<file path="src/rtl/mmio_defs.sv">
// Shared MMIO definitions for the button/LED controller: default register
// addresses, status-word bit positions and debounce state encodings.
package mmio_defs;

    localparam logic [31:0] BTN_ADDR_DEF = 32'd1000;
    localparam logic [31:0] OUT_ADDR_DEF = 32'd2000;
    localparam logic [31:0] CNT_ADDR_DEF = 32'd1001;

    localparam int BTN_LEVEL_BIT = 0;
    localparam int BTN_PEND_BIT  = 1;

    typedef enum logic {
        DB_STABLE   = 1'b0,
        DB_CHANGING = 1'b1
    } db_state_e;

endpackage

</file>
<file path="src/rtl/mmio_button_io_if.sv">
// Processor data-memory port as seen by the MMIO controller. The master side
// is the processor plus RAM (it also supplies q_ram); the slave is the controller.
interface mmio_button_io_if;

    logic [31:0] address_dmem;
    logic        wren;
    logic        rden;
    logic [31:0] data;
    logic [31:0] q_ram;
    logic [31:0] q_dmem;
    logic        ram_wren;

    modport master (
        output address_dmem, wren, rden, data, q_ram,
        input  q_dmem, ram_wren
    );

    modport slave (
        input  address_dmem, wren, rden, data, q_ram,
        output q_dmem, ram_wren
    );

endinterface

</file>
<file path="src/rtl/mmio_button_io_debounce.sv">
// Button synchroniser and debouncer: a new level is accepted only after
// DEBOUNCE_CYCLES consecutive synchronised samples disagree with the current one.
module button_debounce
    import mmio_defs::*;
#(
    parameter int DEBOUNCE_CYCLES = 16
) (
    input  logic clock,
    input  logic reset,
    input  logic button_raw,
    output logic btn_level,
    output logic rise_pulse
);

    localparam int              CNT_W    = $clog2(DEBOUNCE_CYCLES) + 1;
    localparam logic [CNT_W-1:0] CNT_LAST = CNT_W'(DEBOUNCE_CYCLES - 1);

    logic [1:0]       sync_q, sync_d;
    db_state_e        state_q, state_d;
    logic [CNT_W-1:0] cnt_q, cnt_d;
    logic             level_q, level_d;
    logic             btn_s;

    assign btn_s     = sync_q[1];
    assign btn_level = level_q;

    // NOTE: every signal written here gets a default first, so no latch is inferred.
    always_comb begin
        sync_d     = {sync_q[0], button_raw};
        state_d    = state_q;
        cnt_d      = cnt_q;
        level_d    = level_q;
        rise_pulse = 1'b0;
        unique case (state_q)
            DB_STABLE: begin
                if (btn_s != level_q) begin
                    state_d = DB_CHANGING;
                    cnt_d   = CNT_W'(1);
                end else begin
                    cnt_d = '0;
                end
            end
            DB_CHANGING: begin
                if (btn_s == level_q) begin
                    state_d = DB_STABLE;
                    cnt_d   = '0;
                end else if (cnt_q >= CNT_LAST) begin
                    // '>=' also covers DEBOUNCE_CYCLES==1, where the entry count already exceeds the limit.
                    level_d    = btn_s;
                    rise_pulse = btn_s;
                    state_d    = DB_STABLE;
                    cnt_d      = '0;
                end else begin
                    cnt_d = cnt_q + CNT_W'(1);
                end
            end
            default: begin
                state_d = DB_STABLE;
                cnt_d   = '0;
            end
        endcase
    end

    // NOTE: sequential state uses non-blocking assignments so every flop samples pre-edge values.
    always_ff @(posedge clock or negedge reset) begin
        if (!reset) begin
            sync_q  <= '0;
            state_q <= DB_STABLE;
            cnt_q   <= '0;
            level_q <= 1'b0;
        end else begin
            sync_q  <= sync_d;
            state_q <= state_d;
            cnt_q   <= cnt_d;
            level_q <= level_d;
        end
    end

endmodule

</file>
<file path="src/rtl/mmio_button_io.sv">
// MMIO controller: button status, LED output register, RAM pass-through.
// Optional press counter at CNT_ADDR is enabled by defining MMIO_PRESS_COUNT_EN.
module mmio_button_io
    import mmio_defs::*;
#(
    parameter logic [31:0] BTN_ADDR = BTN_ADDR_DEF,
    parameter logic [31:0] OUT_ADDR = OUT_ADDR_DEF,
`ifdef MMIO_PRESS_COUNT_EN
    parameter logic [31:0] CNT_ADDR = CNT_ADDR_DEF,
`endif
    parameter int DEBOUNCE_CYCLES = 16
) (
    input  logic                    clock,
    input  logic                    reset,
    mmio_button_io_if.slave         bus,
    input  logic                    button_raw,
    output logic [31:0]             out_reg
);

    logic        btn_level;
    logic        rise_pulse;
    logic        btn_hit, out_hit, mmio_hit;
    logic        pend_q, pend_d;
    logic [31:0] out_q, out_d;
    logic [31:0] status;

    button_debounce #(
        .DEBOUNCE_CYCLES(DEBOUNCE_CYCLES)
    ) u_debounce (
        .clock      (clock),
        .reset      (reset),
        .button_raw (button_raw),
        .btn_level  (btn_level),
        .rise_pulse (rise_pulse)
    );

    // Full 32-bit compares: no partial decode, so no aliasing of the registers.
    assign btn_hit = (bus.address_dmem == BTN_ADDR);
    assign out_hit = (bus.address_dmem == OUT_ADDR);

`ifdef MMIO_PRESS_COUNT_EN
    logic        cnt_hit;
    logic [15:0] press_cnt_q, press_cnt_d;

    assign cnt_hit  = (bus.address_dmem == CNT_ADDR);
    assign mmio_hit = btn_hit | out_hit | cnt_hit;

    always_comb begin
        press_cnt_d = press_cnt_q;
        if (bus.wren && cnt_hit) begin
            press_cnt_d = '0;
        end else if (rise_pulse && press_cnt_q != 16'hFFFF) begin
            press_cnt_d = press_cnt_q + 16'd1;
        end
    end

    always_ff @(posedge clock or negedge reset) begin
        if (!reset) press_cnt_q <= '0;
        else        press_cnt_q <= press_cnt_d;
    end
`else
    assign mmio_hit = btn_hit | out_hit;
`endif

    assign bus.ram_wren = bus.wren & ~mmio_hit;
    assign out_reg      = out_q;

    always_comb begin
        status                = '0;
        status[BTN_LEVEL_BIT] = btn_level;
        status[BTN_PEND_BIT]  = pend_q;

        // A press committing on the same edge as the clearing load must not be lost.
        pend_d = pend_q;
        if (rise_pulse) begin
            pend_d = 1'b1;
        end else if (bus.rden && btn_hit) begin
            pend_d = 1'b0;
        end

        out_d = out_q;
        if (bus.wren && out_hit) begin
            out_d = bus.data;
        end

        bus.q_dmem = bus.q_ram;
        if (btn_hit) begin
            bus.q_dmem = status;
        end else if (out_hit) begin
            bus.q_dmem = out_q;
        end
`ifdef MMIO_PRESS_COUNT_EN
        else if (cnt_hit) begin
            bus.q_dmem = {16'b0, press_cnt_q};
        end
`endif
    end

    always_ff @(posedge clock or negedge reset) begin
        if (!reset) begin
            pend_q <= 1'b0;
            out_q  <= '0;
        end else begin
            pend_q <= pend_d;
            out_q  <= out_d;
        end
    end

endmodule
</file>
<file path="src/flat_wrapper.sv">
// flat-port wrapper written by rule: the top's interface ports become plain ports
module mmio_button_io_flat import mmio_defs::*;
#(
    parameter logic [31:0] BTN_ADDR = BTN_ADDR_DEF,
    parameter logic [31:0] OUT_ADDR = OUT_ADDR_DEF,

    parameter int DEBOUNCE_CYCLES = 16
)
  (clock, reset, button_raw, out_reg, bus_address_dmem, bus_wren, bus_rden, bus_data, bus_q_ram, bus_q_dmem, bus_ram_wren);
  mmio_button_io_if bus_i ();
  input  logic clock;
  input  logic reset;
  input  logic button_raw;
  output logic [31:0] out_reg;
  input wire logic [$bits(bus_i.address_dmem)-1:0] bus_address_dmem;
  input wire logic [$bits(bus_i.wren)-1:0] bus_wren;
  input wire logic [$bits(bus_i.rden)-1:0] bus_rden;
  input wire logic [$bits(bus_i.data)-1:0] bus_data;
  input wire logic [$bits(bus_i.q_ram)-1:0] bus_q_ram;
  output wire logic [$bits(bus_i.q_dmem)-1:0] bus_q_dmem;
  output wire logic [$bits(bus_i.ram_wren)-1:0] bus_ram_wren;
  assign bus_i.address_dmem = bus_address_dmem;
  assign bus_i.wren = bus_wren;
  assign bus_i.rden = bus_rden;
  assign bus_i.data = bus_data;
  assign bus_i.q_ram = bus_q_ram;
  assign bus_q_dmem = bus_i.q_dmem;
  assign bus_ram_wren = bus_i.ram_wren;
  mmio_button_io #(.BTN_ADDR(BTN_ADDR), .OUT_ADDR(OUT_ADDR), .DEBOUNCE_CYCLES(DEBOUNCE_CYCLES)) u_core (.clock(clock), .reset(reset), .bus(bus_i), .button_raw(button_raw), .out_reg(out_reg));
endmodule
</file>
<file path="config.mk">
export PLATFORM = sky130hd
export DESIGN_NAME = mmio_button_io_flat
export DESIGN_NICKNAME = d
export VERILOG_FILES = /design/src/rtl/mmio_defs.sv /design/src/rtl/mmio_button_io_if.sv /design/src/rtl/mmio_button_io_debounce.sv /design/src/rtl/mmio_button_io.sv /design/src/flat_wrapper.sv
export SDC_FILE = /design/constraint.sdc
export NUM_CORES = 1
export LEC_CHECK = 0
export CAP_MARGIN = 25
export CORE_AREA = 2 2 79 81
export CTS_CLUSTER_SIZE = 8
export DETAILED_ROUTE_END_ITERATION = 12
export DIE_AREA = 0 0 81 83
export PLACE_DENSITY = 0.91
export SETUP_SLACK_MARGIN = 0.2
export SKIP_CTS_REPAIR_TIMING = 1
export SLEW_MARGIN = 30
export SYNTH_ARGS = -nofsm -noshare
export SYNTH_HDL_FRONTEND = slang
export SYNTH_SLANG_ARGS = --single-unit
export TNS_END_PERCENT = 5
</file>
<file path="constraint.sdc">
create_clock -name clock -period 4.7 [get_ports clock]
set_input_delay 0.47 -clock clock [delete_from_list [all_inputs] [get_ports clock]]
set_output_delay 0.47 -clock clock [all_outputs]
set_load 0.01 [all_outputs]
</file>
==> out/summary.txt, run 1 <==
Max Clock Skew -> 5.16 ps
total CTS buffers -> 5
first-pass GRT wire length -> 10.5 mm
Static Leakage -> 0.00172 uW
Syn Inst Count -> 162
Final nets -> 430
WL per Instance -> 16.2 um
drt drc -> 0
DIE AREA -> 6720 um2
part of the cycle the worst path needs -> 80.4%
Non-Filler Instances -> 403
Cells after DPL -> 395
CTS tree -> yes
num ports -> 166
Synth warnings -> 0
Cell variety after synth -> 33
WHS -> 150 ps
Synth top area share -> 50.7%
Area growth, synth to finish -> 86.6%
gpl congestion -> 0.732
area of the mapped netlist -> 2070 um2
RSZ-0062 raised after global routing -> no
fill cell count -> 479
multi-input combinational cell area -> 946 um2
setup TNS -> 0 ps
Starting Density -> 35.6%
antenna diode count -> 0
max reg flops -> 32
Synth area leader -> dfrtp_1
clock sinks -> 42
kind of critical path -> input pin to output port
Final Cell Area -> 3870 um2
Vias -> 2041
data required time of the worst path -> 4230 ps
most frequent cells in the layout -> 164 x clkdlybuf4s50_1, 42 x dfrtp_1, 31 x mux2_2, 30 x a22o_1, 6 x nor2_1
Max Clk Rate -> 265 MHz
Max Cap Viol -> 0
Worst setup EP type -> output port
Syn Nets -> 265
Slew headroom -> 47.7%
setup violators final -> 0
vias in the first global route -> 2235
height of the die -> 83 um
core area -> 5820 um2
Final Hold Fails -> 0
post-route ant nets -> 0
final core utilization -> 66.5%
Worst-Skew Late Latency -> 280 ps
initial antenna violation count -> 0
PwrDens -> 194 nW/um2
Hold Crit Class -> input pin to async pin
DRT Pass-1 Iters -> 4
status -> completed
total track usage -> 19.7%
syn avg cell area -> 12.8 um2
share of cells above drive strength 1 -> 14.9%
Worst-Margin Slew -> 775 ps
Port Buf Inserts -> 165
crit start category -> input pin
register area -> 1050 um2
final WL -> 6.55 mm
worst vdd ir -> 134 uV
clk buf depth -> 2
CP max FO -> 33
Root Buffer -> clkbuf_8
CTS H-tree lvls -> 2
vias per inst -> 5.06
gr ovfl total -> 0
Max Slew Vio Count -> 0
Worst-path clk slew -> 90 ps
post-detail-place hpwl -> 5.24 mm
Die X -> 81 um
Synth Register Bits -> 42
Period minus WS final -> 3780 ps
Starting DRT DRC Count -> 51
most common cell after layout, fill and taps aside -> clkdlybuf4s50_1
Core Rows -> 28
top post-synthesis cells by area -> dfrtp_1 51%, mux2_2 17%, a22o_1 13%
largest net degree at the start of global routing -> 43
dpl cell area -> 3770 um2
register area share after synthesis -> 50.7%
Worst Path Arrival -> 3310 ps
## worst max-delay path: stages
cell and delay, ps:
clkdlybuf4s50_1 460, nor4bb_1 690, nor2_1 100, or3_2 750, a22o_1 320, clkdlybuf4s50_1 500
## final timing paths
path,endpoint,cells past startpoint,startpoint,slack (ps)
setup / recovery,bus_q_dmem[29],6,bus_address_dmem[5],920
hold / removal,u_core.out_reg[21],1,reset,150
setup reg to reg,u_core.u_debounce.btn_level,7,u_core.u_debounce.cnt_q[0],2920
hold reg to reg,u_core.u_debounce.sync_q[1],0,u_core.u_debounce.sync_q[0],360
max in group asynchronous,u_core.u_debounce.cnt_q[0],1,reset,4180
min in group clock,u_core.u_debounce.sync_q[1],0,u_core.u_debounce.sync_q[0],360
## per-layer routing
layer / vias up / GRT usage [%] / wire (um)
met5: - / 0 / 0
met4: 0 / 5.08 / 116
met3: 12 / 5.54 / 470
met2: 94 / 36.4 / 3510
met1: 984 / 21.7 / 2450
li1: 951 / - / -
## power by group
| part | switching [uW] | internal (uW) |
|---|---|---|
| logic | 40.0 | 110 |
| registers | 2.06 | 363 |
| clock network | 130 | 106 |
## synth_stat cells (all sizes together)
master,count
dfrtp,42
mux2,33
a22o,30
buf,10
nor2,6
nor4,5
nand2,4
inv,3
a21oi,2
a22oi,2
ha,2
nand4,2
nor3,2
o2bb2ai,2
or3,2
xnor2,2
a31oi,1
and2,1
and3,1
and4b,1
and4bb,1
nand2b,1
nand3,1
nand4b,1
nor4b,1
nor4bb,1
o21ai,1
o31ai,1
or2,1
## layout make-up
type                       count  share of cell area (%)
clock inverter                 3                   0.615
inverter                       3                   0.291
multi-input combinational    107                    24.5
clock buffer                   5                    1.78
tap                           75                    2.43
timing repair buffer         168                    43.2
sequential                    42                    27.2
## stage by stage
step / power (uW) / worst slack (ps)
after floorplan: 401 / 2430
after global placement: 520 / 945
after detailed placement: 523 / 920
after CTS: 762 / 930
after global routing: 792 / 846
final: 751 / 922
## logic make-up after synthesis
group,synth area share (%)
multiplexers,17.9
XOR/XNOR,0.846
AND/OR/NAND/NOR,9.42
buffers and inverters,4.23
AO/OA/AOI/OAI,15.6
adder cells (fa/ha/maj),1.21
flip-flops,50.7
No activity file was read; power rests on OpenSTA's default activity.
==> inputs of run 2 (changes only) <==
--- a/config.mk
+++ b/config.mk
@@ -6,11 +6,11 @@
 export NUM_CORES = 1
 export LEC_CHECK = 0
 export CAP_MARGIN = 25
-export CORE_AREA = 2 2 79 81
+export CORE_AREA = 2 2 87 89
 export CTS_CLUSTER_SIZE = 8
 export DETAILED_ROUTE_END_ITERATION = 12
-export DIE_AREA = 0 0 81 83
-export PLACE_DENSITY = 0.91
+export DIE_AREA = 0 0 89 91
+export PLACE_DENSITY = 0.8
 export SETUP_SLACK_MARGIN = 0.2
 export SKIP_CTS_REPAIR_TIMING = 1
 export SLEW_MARGIN = 30
==> constraint.sdc (replaced) <==
create_clock -name clock -period 3.4 [get_ports clock]
set_input_delay 0.34 -clock clock [delete_from_list [all_inputs] [get_ports clock]]
set_output_delay 0.34 -clock clock [all_outputs]
set_load 0.01 [all_outputs]
==> run 2 against run 1 <==
Against the previous run: cell count up 6.7%; sequential cell count did not move; critical path depth rose by 1; hold slack worse by 120 ps; sequential share of layout area fell by 0.55 points; clock power rose by 64%; largest cell class unchanged.
==> out/summary.txt, run 2 (synthesis gave the netlist of run 1 again) <==
final total power -> 1100 uW (was 751 uW)
Worst-path clk slew -> 80 ps (was 90 ps)
most common cell after layout, fill and taps aside -> clkdlybuf4s50_1 (unchanged)
cell mode on critical path -> clkdlybuf4s50_1 (unchanged)
Final nets -> 433 (was 430)
RSZ-0062 raised after global routing -> no (unchanged)
first-pass GRT wire length -> 10.5 mm (about the same)
CP cell instances -> clkdlybuf4s50_1 -> nor4_1 -> nand3_2 -> or3_1 -> buf_4 -> a22o_1 -> clkdlybuf4s50_1 (was clkdlybuf4s50_1 -> nor4bb_1 -> nor2_1 -> or3_2 -> a22o_1 -> clkdlybuf4s50_1)
Worst Slack Setup Final -> 330 ps (was 922 ps)
Worst-Margin Slew -> 544 ps (was 775 ps)
Max Clock Skew -> 7.89 ps (was 5.16 ps)
Worst setup EP type -> output port (unchanged)
Metal-1 WL -> 2.49 mm (was 2.45 mm)
Static Leakage -> 0.00174 uW (was 0.00172 uW)
Starting Density -> 29.0% (was 35.6%)
post-route ant nets -> 0 (unchanged)
crit start category -> input pin (unchanged)
Worst-Skew Late Latency -> 290 ps (was 280 ps)
Hold Crit Class -> input pin to async pin (unchanged)
drt drc -> 0 (unchanged)
Max Clk Rate -> 326 MHz
total CTS buffers -> 5 (unchanged)
Die X -> 89 um (was 81 um)
initial antenna violation count -> 0 (unchanged)
fill cell count -> 628 (was 479)
final WL -> 6.82 mm (was 6.55 mm)
Slew headroom -> 63.7% (was 47.7%)
share of cells above drive strength 1 -> 15.7% (was 14.9%)
core area -> 7140 um2 (was 5820 um2)
most frequent cells in the layout -> 164 x clkdlybuf4s50_1, 42 x dfrtp_1, 31 x mux2_2, 30 x a22o_1, 7 x buf_4 (was 164 x clkdlybuf4s50_1, 42 x dfrtp_1, 31 x mux2_2, 30 x a22o_1, 6 x nor2_1)
largest net degree at the start of global routing -> 43 (unchanged)
CP bufs+invs -> 3 (was 2)
worst vdd ir -> 119 uV (was 134 uV)
gpl congestion -> 0.743 (was 0.732)
gr ovfl total -> 0 (unchanged)
vias per inst -> 4.73 (was 5.06)
height of the die -> 91 um (was 83 um)
met3 WL -> 586 um (was 470 um)
Port Buf Inserts -> 165 (unchanged)
kind of critical path -> input pin to output port (unchanged)
Worst path depth -> 7 (was 6)
vias in the first global route -> 2194 (was 2235)
post-detail-place hpwl -> 5.31 mm (was 5.24 mm)
setup TNS -> 0 ps (unchanged)
Worst Path Arrival -> 2730 ps (was 3310 ps)
WL per Instance -> 15.9 um (was 16.2 um)
CTS tree -> yes (unchanged)
DR top layer -> met4 (unchanged)
Starting DRT DRC Count -> 65 (was 51)
antenna diode count -> 0 (unchanged)
R2R setup slack -> 1650 ps (was 2920 ps)
pre-CTS setup slack -> 287 ps (was 920 ps)
CP max FO -> 33 (unchanged)
Max Cap Viol -> 0 (unchanged)
setup violators final -> 0 (unchanged)
worst setup path start -> bus_address_dmem[20] (was bus_address_dmem[5])
WHS -> 31.9 ps (was 150 ps)
data required time of the worst path -> 3060 ps (was 4230 ps)
Critical Path Slowest Stage Cell -> clkdlybuf4s50_1 (was or3_2)
DRT Pass-1 Iters -> 4 (unchanged)
Root Buffer -> clkbuf_8 (unchanged)
num ports -> 166 (unchanged)
Worst R2R Path Depth -> 7 (unchanged)
top cell family by delay on the critical path -> buffers and inverters (was simple AND/OR/NAND/NOR gates)
Area growth, synth to finish -> 90.5% (was 86.6%)
Vias -> 2034 (was 2041)
r2r endpoint -> u_core.u_debounce.btn_level (unchanged)
DIE AREA -> 8100 um2 (was 6720 um2)
status -> completed (unchanged)
CTS H-tree lvls -> 2 (unchanged)
Period minus WS final -> 3070 ps
Final Hold Fails -> 0 (unchanged)
metal2 WL -> 3.65 mm (was 3.51 mm)
clk buf depth -> 2 (unchanged)
Core Rows -> 31 (was 28)
clock sinks -> 42 (unchanged)
Critical Path End -> bus_q_dmem[10] (was bus_q_dmem[29])
RR Startpoint -> u_core.u_debounce.cnt_q[0] (unchanged)
total track usage -> 16.8% (was 19.7%)
largest stage delay on the critical path -> 490 ps (was 750 ps)
part of the cycle the worst path needs -> 90.3%
max reg flops -> 32 (unchanged)
PwrDens -> 279 nW/um2 (was 194 nW/um2)
Max Slew Vio Count -> 0 (unchanged)
-- run 2: cell type report --
| type | instances | area (um2) | area share [%] |
|---|---|---|---|
| clock inverter | 2 | 37.5 | 0.951 |
| sequential | 42 | 1050 | 26.6 |
| tap | 99 | 124 | 3.14 |
| timing repair buffer | 171 | 1690 | 42.9 |
| multi-input combinational | 107 | 956 | 24.2 |
| inverter | 3 | 11.3 | 0.285 |
| clock buffer | 6 | 72.6 | 1.84 |
-- run 2: layer usage --
layer  global-route usage (%)  vias up
met4                     5.97        0
met2                     31.6       97
met1                     18.0      976
met5                        0        -
li1                         -      955
met3                     3.36        6
-- run 2: how the worst min path moves through the flow --
stage | start | slack (ps) | to
detailed placement | u_core.u_debounce.sync_q[0] | 340 | u_core.u_debounce.sync_q[1]
global placement | u_core.u_debounce.sync_q[0] | 330 | u_core.u_debounce.sync_q[1]
CTS | reset | 230 | u_core.out_reg[22]
global route | reset | 70 | u_core.out_reg[24]
floorplan | reset | 40 | u_core.out_reg[0]
finish | reset | 30 | u_core.out_reg[24]
-- run 2: power by group --
part           internal [uW]  switching (uW)  total [uW]  leakage (uW)
logic                    152            55.8         208       0.00112
registers                502            2.84         505      0.000573
clock network            219             169         388     0.0000514
total                    874             227        1100       0.00174
-- run 2: stage by stage --
step	cell area (um2)	util [%]	std cells
4_1_cts	3930	55.1	430
5_1_grt	3950	55.3	430
3_3_place_gp	3820	53.6	422
6_report	3950	55.3	430
2_1_floorplan	2070	-	162
3_5_place_dp	3820	53.6	422
